`config.mk`:
```
export PLATFORM = sky130hd
export DESIGN_NAME = obstacle_control
export DESIGN_NICKNAME = d
export VERILOG_FILES = /design/src/rtl/game_pkg.sv /design/src/rtl/spawn_lfsr10.sv /design/src/rtl/obstacle_control.sv
export SDC_FILE = /design/constraint.sdc
export NUM_CORES = 1
export LEC_CHECK = 0
export CORE_UTILIZATION = 35
export CTS_BUF_LIST = sky130_fd_sc_hd__clkbuf_4 sky130_fd_sc_hd__clkbuf_8
export DETAILED_ROUTE_END_ITERATION = 8
export GPL_TIMING_DRIVEN = 0
export PLACE_DENSITY = 0.6
export SETUP_SLACK_MARGIN = 0.02
export SLEW_MARGIN = 20
export SYNTH_ARGS = -nofsm -noshare
export SYNTH_HDL_FRONTEND = slang
export SYNTH_SLANG_ARGS = --single-unit
```
`constraint.sdc`:
```
create_clock -name clk -period 2.8 [get_ports clk]
set_input_delay 0.42 -clock clk [delete_from_list [all_inputs] [get_ports clk]]
set_output_delay 0.42 -clock clk [all_outputs]
set_load 0.02 [all_outputs]
```
`src/rtl/game_pkg.sv`:
```
// Shared game definitions: FSM encodings, playfield limits, reset constants, spawn mapping.
// Latency: none (declarations only).  Backpressure: not applicable.
package game_pkg;

    typedef enum logic [2:0] {
        ST_SPAWN = 3'd0,
        ST_FALL  = 3'd1,
        ST_CATCH = 3'd2,
        ST_MISS  = 3'd3,
        ST_OVER  = 3'd4
    } state_t;

    localparam logic [9:0] MAX_X         = 10'd639;
    localparam logic [9:0] BOX_WIDTH_DEF = 10'd30;
    localparam logic [9:0] LFSR_SEED     = 10'h1A5;
    localparam logic [9:0] OBJ_X_RST     = 10'd312;

    // Values that would push the object past the right edge fold back by 512.
    function automatic logic [9:0] spawn_x(input logic [9:0] lfsr, input logic [9:0] obj_size);
        logic [9:0] lim;
        lim = MAX_X + 10'd1 - obj_size;
        return (lfsr > lim) ? (lfsr - 10'd512) : lfsr;
    endfunction

endpackage

```
`src/rtl/spawn_lfsr10.sv`:
```
// Free-running 10-bit Fibonacci LFSR (x^10 + x^7 + 1) used to pick spawn columns.
// Latency: advances every clk regardless of game tick.  Backpressure: none.
module spawn_lfsr10
    import game_pkg::*;
(
    input  logic       clk,
    input  logic       rst,
    output logic [9:0] q
);

    logic [9:0] r_q;

    always_ff @(posedge clk or negedge rst) begin
        if (!rst) begin
            r_q <= LFSR_SEED;
        end else begin
            r_q <= {r_q[8:0], r_q[9] ^ r_q[6]};
        end
    end

    assign q = r_q;

endmodule

```
`src/rtl/obstacle_control.sv`:
```
// Falling-object game FSM: spawn, fall, catch/miss scoring, lives and game over.
// Latency: one game_en tick per state step; optional speedup via OBSTACLE_SPEEDUP_EN.
// Backpressure: none; game_en acts as the only advance strobe, OVER waits for reset.
module obstacle_control
    import game_pkg::*;
#(
    parameter logic [9:0] BOX_WIDTH = BOX_WIDTH_DEF,
    parameter logic [9:0] BOX_Y     = 10'd440,
    parameter logic [9:0] OBJ_SIZE  = 10'd16,
    parameter logic [9:0] FALL_STEP = 10'd4,
    parameter logic [1:0] MAX_LIVES = 2'd3
)(
    input  logic       clk,
    input  logic       rst,
    input  logic       game_en,
    input  logic [9:0] box_x,
    output logic [9:0] obj_x,
    output logic [9:0] obj_y,
    output logic [7:0] score,
    output logic [1:0] lives,
    output logic       catch_pulse,
    output logic       miss_pulse,
    output logic       game_over
);

    state_t     r_state;
    state_t     w_state_nxt;
    logic [9:0] r_obj_x;
    logic [9:0] r_obj_y;
    logic [7:0] r_score;
    logic [1:0] r_lives;
    logic       r_catch_pulse;
    logic       r_miss_pulse;

    logic [9:0] w_obj_x_nxt;
    logic [9:0] w_obj_y_nxt;
    logic [7:0] w_score_nxt;
    logic [1:0] w_lives_nxt;
    logic       w_catch_nxt;
    logic       w_miss_nxt;

    logic [9:0] w_lfsr;
    logic [9:0] w_step;
    logic [9:0] w_obj_bottom;
    logic [9:0] w_obj_right;
    logic [9:0] w_box_right;
    logic       w_at_bottom;
    logic       w_overlap;
    logic [1:0] w_lives_dec;

    spawn_lfsr10 u_lfsr (
        .clk (clk),
        .rst (rst),
        .q   (w_lfsr)
    );

`ifdef OBSTACLE_SPEEDUP_EN
    logic [9:0] w_step_raw;
    logic [9:0] w_step_cap;
    assign w_step_raw = FALL_STEP + {5'd0, r_score[7:3]};
    assign w_step_cap = FALL_STEP << 1;
    assign w_step     = (w_step_raw > w_step_cap) ? w_step_cap : w_step_raw;
`else
    assign w_step = FALL_STEP;
`endif

    // Bottom test uses the current obj_y; box_x only matters on this tick.
    assign w_obj_bottom = r_obj_y + OBJ_SIZE;
    assign w_obj_right  = r_obj_x + OBJ_SIZE;
    assign w_box_right  = box_x + BOX_WIDTH;
    assign w_at_bottom  = (w_obj_bottom >= BOX_Y);
    assign w_overlap    = (w_obj_right > box_x) && (r_obj_x < w_box_right);
    assign w_lives_dec  = r_lives - 2'd1;

    always_ff @(posedge clk or negedge rst) begin
        if (!rst) begin
            r_state <= ST_SPAWN;
        end else begin
            r_state <= w_state_nxt;
        end
    end

    always_comb begin
        w_state_nxt = r_state;
        w_obj_x_nxt = r_obj_x;
        w_obj_y_nxt = r_obj_y;
        w_score_nxt = r_score;
        w_lives_nxt = r_lives;
        w_catch_nxt = 1'b0;
        w_miss_nxt  = 1'b0;
        if (game_en) begin
            case (r_state)
                ST_SPAWN: begin
                    w_obj_x_nxt = spawn_x(w_lfsr, OBJ_SIZE);
                    w_obj_y_nxt = 10'd0;
                    w_state_nxt = ST_FALL;
                end
                ST_FALL: begin
                    if (w_at_bottom) begin
                        w_state_nxt = w_overlap ? ST_CATCH : ST_MISS;
                    end else begin
                        w_obj_y_nxt = r_obj_y + w_step;
                    end
                end
                ST_CATCH: begin
                    w_score_nxt = (r_score == 8'hFF) ? r_score : (r_score + 8'd1);
                    w_catch_nxt = 1'b1;
                    w_state_nxt = ST_SPAWN;
                end
                ST_MISS: begin
                    w_lives_nxt = w_lives_dec;
                    w_miss_nxt  = 1'b1;
                    w_state_nxt = (w_lives_dec == 2'd0) ? ST_OVER : ST_SPAWN;
                end
                ST_OVER: begin
                    w_state_nxt = ST_OVER;
                end
                default: begin
                    w_state_nxt = ST_SPAWN;
                end
            endcase
        end
    end

    always_ff @(posedge clk or negedge rst) begin
        if (!rst) begin
            r_obj_x       <= OBJ_X_RST;
            r_obj_y       <= 10'd0;
            r_score       <= 8'd0;
            r_lives       <= MAX_LIVES;
            r_catch_pulse <= 1'b0;
            r_miss_pulse  <= 1'b0;
        end else begin
            r_obj_x       <= w_obj_x_nxt;
            r_obj_y       <= w_obj_y_nxt;
            r_score       <= w_score_nxt;
            r_lives       <= w_lives_nxt;
            r_catch_pulse <= w_catch_nxt;
            r_miss_pulse  <= w_miss_nxt;
        end
    end

    assign obj_x       = r_obj_x;
    assign obj_y       = r_obj_y;
    assign score       = r_score;
    assign lives       = r_lives;
    assign catch_pulse = r_catch_pulse;
    assign miss_pulse  = r_miss_pulse;
    assign game_over   = (r_state == ST_OVER);

endmodule

```
; ---- Word level (Yosys, flattened, before mapping)
; Index checks and enable logic that the tools add are counted.
[word_totals]
reg_bits = 45
inputBits = 13
[op_classes]
n_reduce_logical = 9
addsub = 7
eq_ne = 7
n_lt_le_gt_ge = 4
n_mux = 11
bitwise = 2
[op_table]
columns = cell, count
row1 = $add 10x5->10 const B, 3
row2 = $mux 10, 2
row3 = $pmux 10 s2, 1
row4 = $pmux 3 s4, 1
row5 = $add 10x3->10 const B, 1
row6 = $ge 10x9->1 const B, 1
row7 = $gt 10x10->1, 1
row8 = $gt 10x10->1 const B, 1
row9 = $lt 10x10->1, 1
row10 = $sub 10x10->10 const B, 1
row11 = $add 8x1->8 const B, 1
row12 = $eq 8x8->1 const B, 1
row13 = $eq 3x2->1 const B, 2
row14 = $mux 3, 2
row15 = $reduce_and 2->1, 3
row16 = $reduce_and 3->1, 2
row17 = $mux 1, 5
row18 = $ne 2x2->1 const B, 2
row19 = $eq 3x1->1 const B, 1
row20 = $eq 3x3->1 const B, 1
row21 = $logic_not 3->1, 1
row22 = $logic_not 2->1, 1
row23 = $reduce_bool 2->1, 1
row24 = $sub 2x1->2 const B, 1
row25 = 3 further kinds, 3

; ---- Depth between registers and ports, before layout
[depth]
word_depth = 6
ltp_mapped = 11

; ---- Modules after synthesis
; Synthesis repeated with hierarchy kept, for this count alone.
[hier_totals]
hier_cells = 237
area_unflattened_um2 = 2451.1
[by_module_without_submodules]
columns = module, area_per_inst_um2, cells_per_inst, n_inst, seq_area_each_um2
row1 = obstacle_control, 2185.8, 226, 1, 833.3
row2 = spawn_lfsr10, 265.3, 11, 1, 256.5

; ---- Worst setup path after synthesis
; Ideal clock, no wire load.
[synth_timing]
path_kind = reg2reg
start = register r_obj_x[4] (netlist: obj_x[4])
end = register r_state[0]
stages_incl_launch_ff = 10
setup_slack_ns = 0.413
n_path_buf = 0
arrival_time_ns = 2.254
path_cell_list = dfstp_2 -> ha_1 -> nand3_1 -> xnor2_1 -> ha_1 -> nand3_1 -> nor3_1 -> or4_1 -> a211oi_1 -> o22ai_1
[synth_between]
elab_chain_cells = 6
[synth_lines]
columns = element, line_no
row1 = from (decl), obstacle_control.sv:28  ; logic [9:0] r_obj_x;
row2 = from (signal assigned), obstacle_control.sv:134  ; r_obj_x <= w_obj_x_nxt;
row3 = $add 10x5->10, obstacle_control.sv:69  ; assign w_obj_right = r_obj_x + OBJ_SIZE;
row4 = $gt 10x10->1, obstacle_control.sv:72  ; assign w_overlap = (w_obj_right > box_x) && (r_obj_x < w_box_right);
row5 = $logic_and 1x1->1 *, obstacle_control.sv:72
row6 = $mux 1 *, obstacle_control.sv:100  ; w_state_nxt = w_overlap ? ST_CATCH : ST_MISS;
row7 = $mux 3 *, obstacle_control.sv:99  ; if (w_at_bottom) begin
row8 = $pmux 3 s4 *, obstacle_control.sv:92  ; case (r_state)
row9 = to (signal assigned), obstacle_control.sv:79  ; r_state <= w_state_nxt;
row10 = to (decl), obstacle_control.sv:26  ; state_t r_state;
; Every way passes the cells marked *; elsewhere a longest branch is shown, timed or not. The select of a mux whose other input is x is not followed.
; A chain may end at the register's enable or synchronous reset.

; ---- Worst setup path in the final report
[layout_timing]
start = input port box_x[2]
end = register r_state[0]
[layout_between]
elab_chain_cells = 6
[layout_lines]
columns = element, line_no
row1 = from (decl), obstacle_control.sv:16  ; input logic [9:0] box_x,
row2 = $add 10x5->10, obstacle_control.sv:70  ; assign w_box_right = box_x + BOX_WIDTH;
row3 = $lt 10x10->1, obstacle_control.sv:72
row4 = $logic_and 1x1->1 *, obstacle_control.sv:72
row5 = $mux 1 *, obstacle_control.sv:100
row6 = $mux 3 *, obstacle_control.sv:99
row7 = $pmux 3 s4 *, obstacle_control.sv:92
; Marks and branches as above.

==> metrics.csv <==
stage,metric,value,unit
logic_synthesis,post-synthesis register bit count,43,
logic_synthesis,synth unique cells,41,
global_route,initial antenna violation count,0,
worst_setup_path,critical path endpoint category,flop,
placed_design,dpl hpwl,3730,um
final_layout,# nets final,321,
logic_synthesis,Synth top area share,0.328,
sta,slew at the pin with the worst max-slew slack,683,ps
logic_synthesis,syn_area_per_cell,10.6,um2
final_layout,final core occ,0.466,
final_layout,# diodes,0,
die,FP Rows,30,
worst_setup_path,critical path class,input port to flop,
worst_setup_path,reg2reg start,obj_x[4]$_DFFE_PN1P_,
run_status,status,completed,
worst_setup_path,Setup crit start,box_x[2],
sta,final period utilization,0.944,
job,Max-Cap Viols,0,
clock_network,clock-pin slew on the worst setup and hold paths,80,ps
detailed_routing,WL final,4960,um
pwr,Final Power,2.00,mW
clock_network,clock tree buffer depth,2,
sta,fmax,379,MHz
worst_setup_path,CP cell instances,"clkdlybuf4s50_1, inv_1, ha_2, nand3_2, nand3_1, xnor2_1, ha_1, nand4_1, o21ai_1, or4_1, a211oi_2, o22ai_1",
worst_setup_path,Worst path max stage delay,500,ps
clock_network,Root Driver,clkbuf_8,
sta,endpoints failing setup,0,
clock_network,clk_lat worst skew,290,ps
detailed_routing,remaining antenna violation count,0,
logic_synthesis,synthesized instance count,230,
placed_design,Final GP Congestion,0.777,
final_layout,most frequent cells in the layout,"clkdlybuf4s50_1, dfrtp_1, ha_1",
worst_hold_path,worst hold-check path type,input port to async pin,
pwr,NetSw,676,uW
clock_network,H-tree depth,2,
clock_network,clk sinks,43,
die,initial cell density of the core,0.361,
sta,RSZ-0062 raised after global routing,false,
placed_design,DP Cell Count,355,
logic_synthesis,Synth Cell Area,2440,um2
detailed_routing,vias,1816,
detailed_routing,Pre-antenna DRT Iters,4,
pwr,worst vdd ir,388,uV
sta,fin crit period,2640,ps
global_route,first-pass GRT wire length,8340,um
final_layout,# fillers,641,
detailed_routing,Residual DRC,0,
detailed_routing,Wirelength per Cell,13.6,um
worst_setup_path,CP max stage cell,clkdlybuf4s50_1,
pwr,Sw Share,0.339,
die,full die area,7310,um2
logic_synthesis,Synth area leader,dfrtp_1,
die,IO Count,46,
placed_design,IO Port Bufs,43,
placed_design,Placed Area,3000,um2
pwr,Leak,1.44,nW
final_layout,share of cells above drive strength 1,0.158,
die,total core area,6760,um2
worst_setup_path,crit-path max FO,3,
die,Die W,85.5,um
sta,final hold violation count,0,
clock_network,CTS tree,done,
clock_network,CTS Buf Count,5,
global_route,gr ovfl total,0,
global_route,vias in the first global route,1751,
pwr,Clk pwr share,0.250,
pwr,sequential power share,0.415,
worst_setup_path,CP required,2970,ps
logic_synthesis,Post-synth EDFFs,0,
global_route,largest net degree at the start of global routing,24,
logic_synthesis,register area share after synthesis,0.447,
global_route,overall routing resource usage,0.145,
final_layout,post-route insts no fill,364,
sta,clk_skew,6.66,ps
detailed_routing,Initial DRC Count,58,
worst_setup_path,CP Buf/Inv Count,2,
worst_setup_path,arrival time of the worst setup path,2810,ps
detailed_routing,via density per instance,4.99,
final_layout,area growth from synthesis to layout,29.0,%
logic_synthesis,most used flip-flop cell after synthesis,dfrtp_1,
pwr,P per Cell Area,634,nW/um2
worst_setup_path,crit start category,input port,
logic_synthesis,Ys Warns,0,
final_layout,Finished Cell Area,3150,um2
die,DIE HEIGHT,85.5,um
sta,fin. max-slew vios,0,
logic_synthesis,largest cells by area after synthesis,"dfrtp_1, ha_1, dfstp_2",
sta,slew margin rel.,0.540,
final_layout,"commonest non-fill, non-tap cell in the layout",clkdlybuf4s50_1,
pwr,Comb power frac,0.336,
worst_setup_path,"delay-heaviest family, CP",simple AND/OR/NAND/NOR gates,
logic_synthesis,"FFs w/ async S/R, synth",1.00,
pwr,P_int,1.32,mW
-- final timing paths --
kind                                          end  slack (ps)  cells past startpoint
max reg2reg                r_state[0]$_DFFE_PN0P_         290                      9
max                        r_state[0]$_DFFE_PN0P_         160                     12
min reg2reg                 u_lfsr.q[8]$_DFF_PN1_         380                      0
min in group clk            u_lfsr.q[8]$_DFF_PN1_         380                      0
min                          obj_y[6]$_DFFE_PN0P_          90                      1
max in group asynchronous   u_lfsr.q[7]$_DFF_PN1_        2140                      2
-- cells in the mapped netlist (6+ instances only) --
library cell	number
dfstp_2	11
nor2_1	11
inv_1	18
xnor2_1	21
o21ai_0	9
mux2_2	8
a21oi_1	8
nand4_1	9
nand2_1	13
dfrtp_1	32
nor3_1	6
nand3_1	13
ha_1	25
-- stage by stage --
step / hold slack (ps) / setup TNS, ps / worst slack (ps)
2_1_floorplan: 124 / 0 / 413
3_3_place_gp: 366 / -382 / -382
3_5_place_dp: 367 / -422 / -422
4_1_cts: 103 / 0 / 58.5
5_1_grt: 108 / 0 / 13.4
6_report: 90.4 / 0 / 158
-- what timing repair did --
item                       CTS  global route
gates resized for setup      2             5
setup endpoints to repair    1             1
hold buffers                 0             0
cloned                       0             0
buffers inserted             0             1
pin swaps                    1             2
-- cells by family (layout without fill, tap and decap cells) --
logic type	after synthesis	in the layout	synth area share
compound gates	32	32	0.0872
xor+xnor	25	25	0.0897
fa+ha+maj	25	25	0.128
buf+inv	23	76	0.0395
flops	43	43	0.447
mux	8	8	0.0369
other cells	1	2	0.00154
simple gates	73	73	0.170
-- power by group through the flow --
stage / Sequential [mW] / Clock, mW / Combinational [mW]
after floorplan: 0.906 / 0 / 0.333
after global placement: 0.838 / 0 / 0.660
after detailed placement: 0.837 / 0 / 0.673
after global routing: 0.845 / 0.542 / 0.744
after CTS: 0.828 / 0.513 / 0.677
final: 0.828 / 0.498 / 0.670
-- sequential cells by signal, indices dropped and copies added (netlist names) --
| register | flops |
|---|---|
| score | 8 |
| lives | 2 |
| r_state | 3 |
| u_lfsr.q | 10 |
| obj_y | 8 |
| obj_x | 10 |
| catch_pulse | 1 |
| miss_pulse | 1 |
-- per-layer routing --
layer	global-route usage	part of all wire	up-vias
li1	-	-	916
met1	0.208	0.51	869
met2	0.217	0.45	26
met3	0.0404	0.042	5
met4	0.0364	0.0065	0
met5	0	0	-
-- cell type report --
type	instances	area, um2	area share
plain buffers	5	28.8	0.00915
clock buffers	6	82.6	0.0262
clock inverters	2	35.0	0.0111
inverters	18	67.6	0.0215
multi-input cells	165	1280	0.407
flip-flops and latches	43	1090	0.346
well taps	80	100	0.0318
repair buffers	45	463	0.147
No activity file was read; power rests on OpenSTA's default activity.
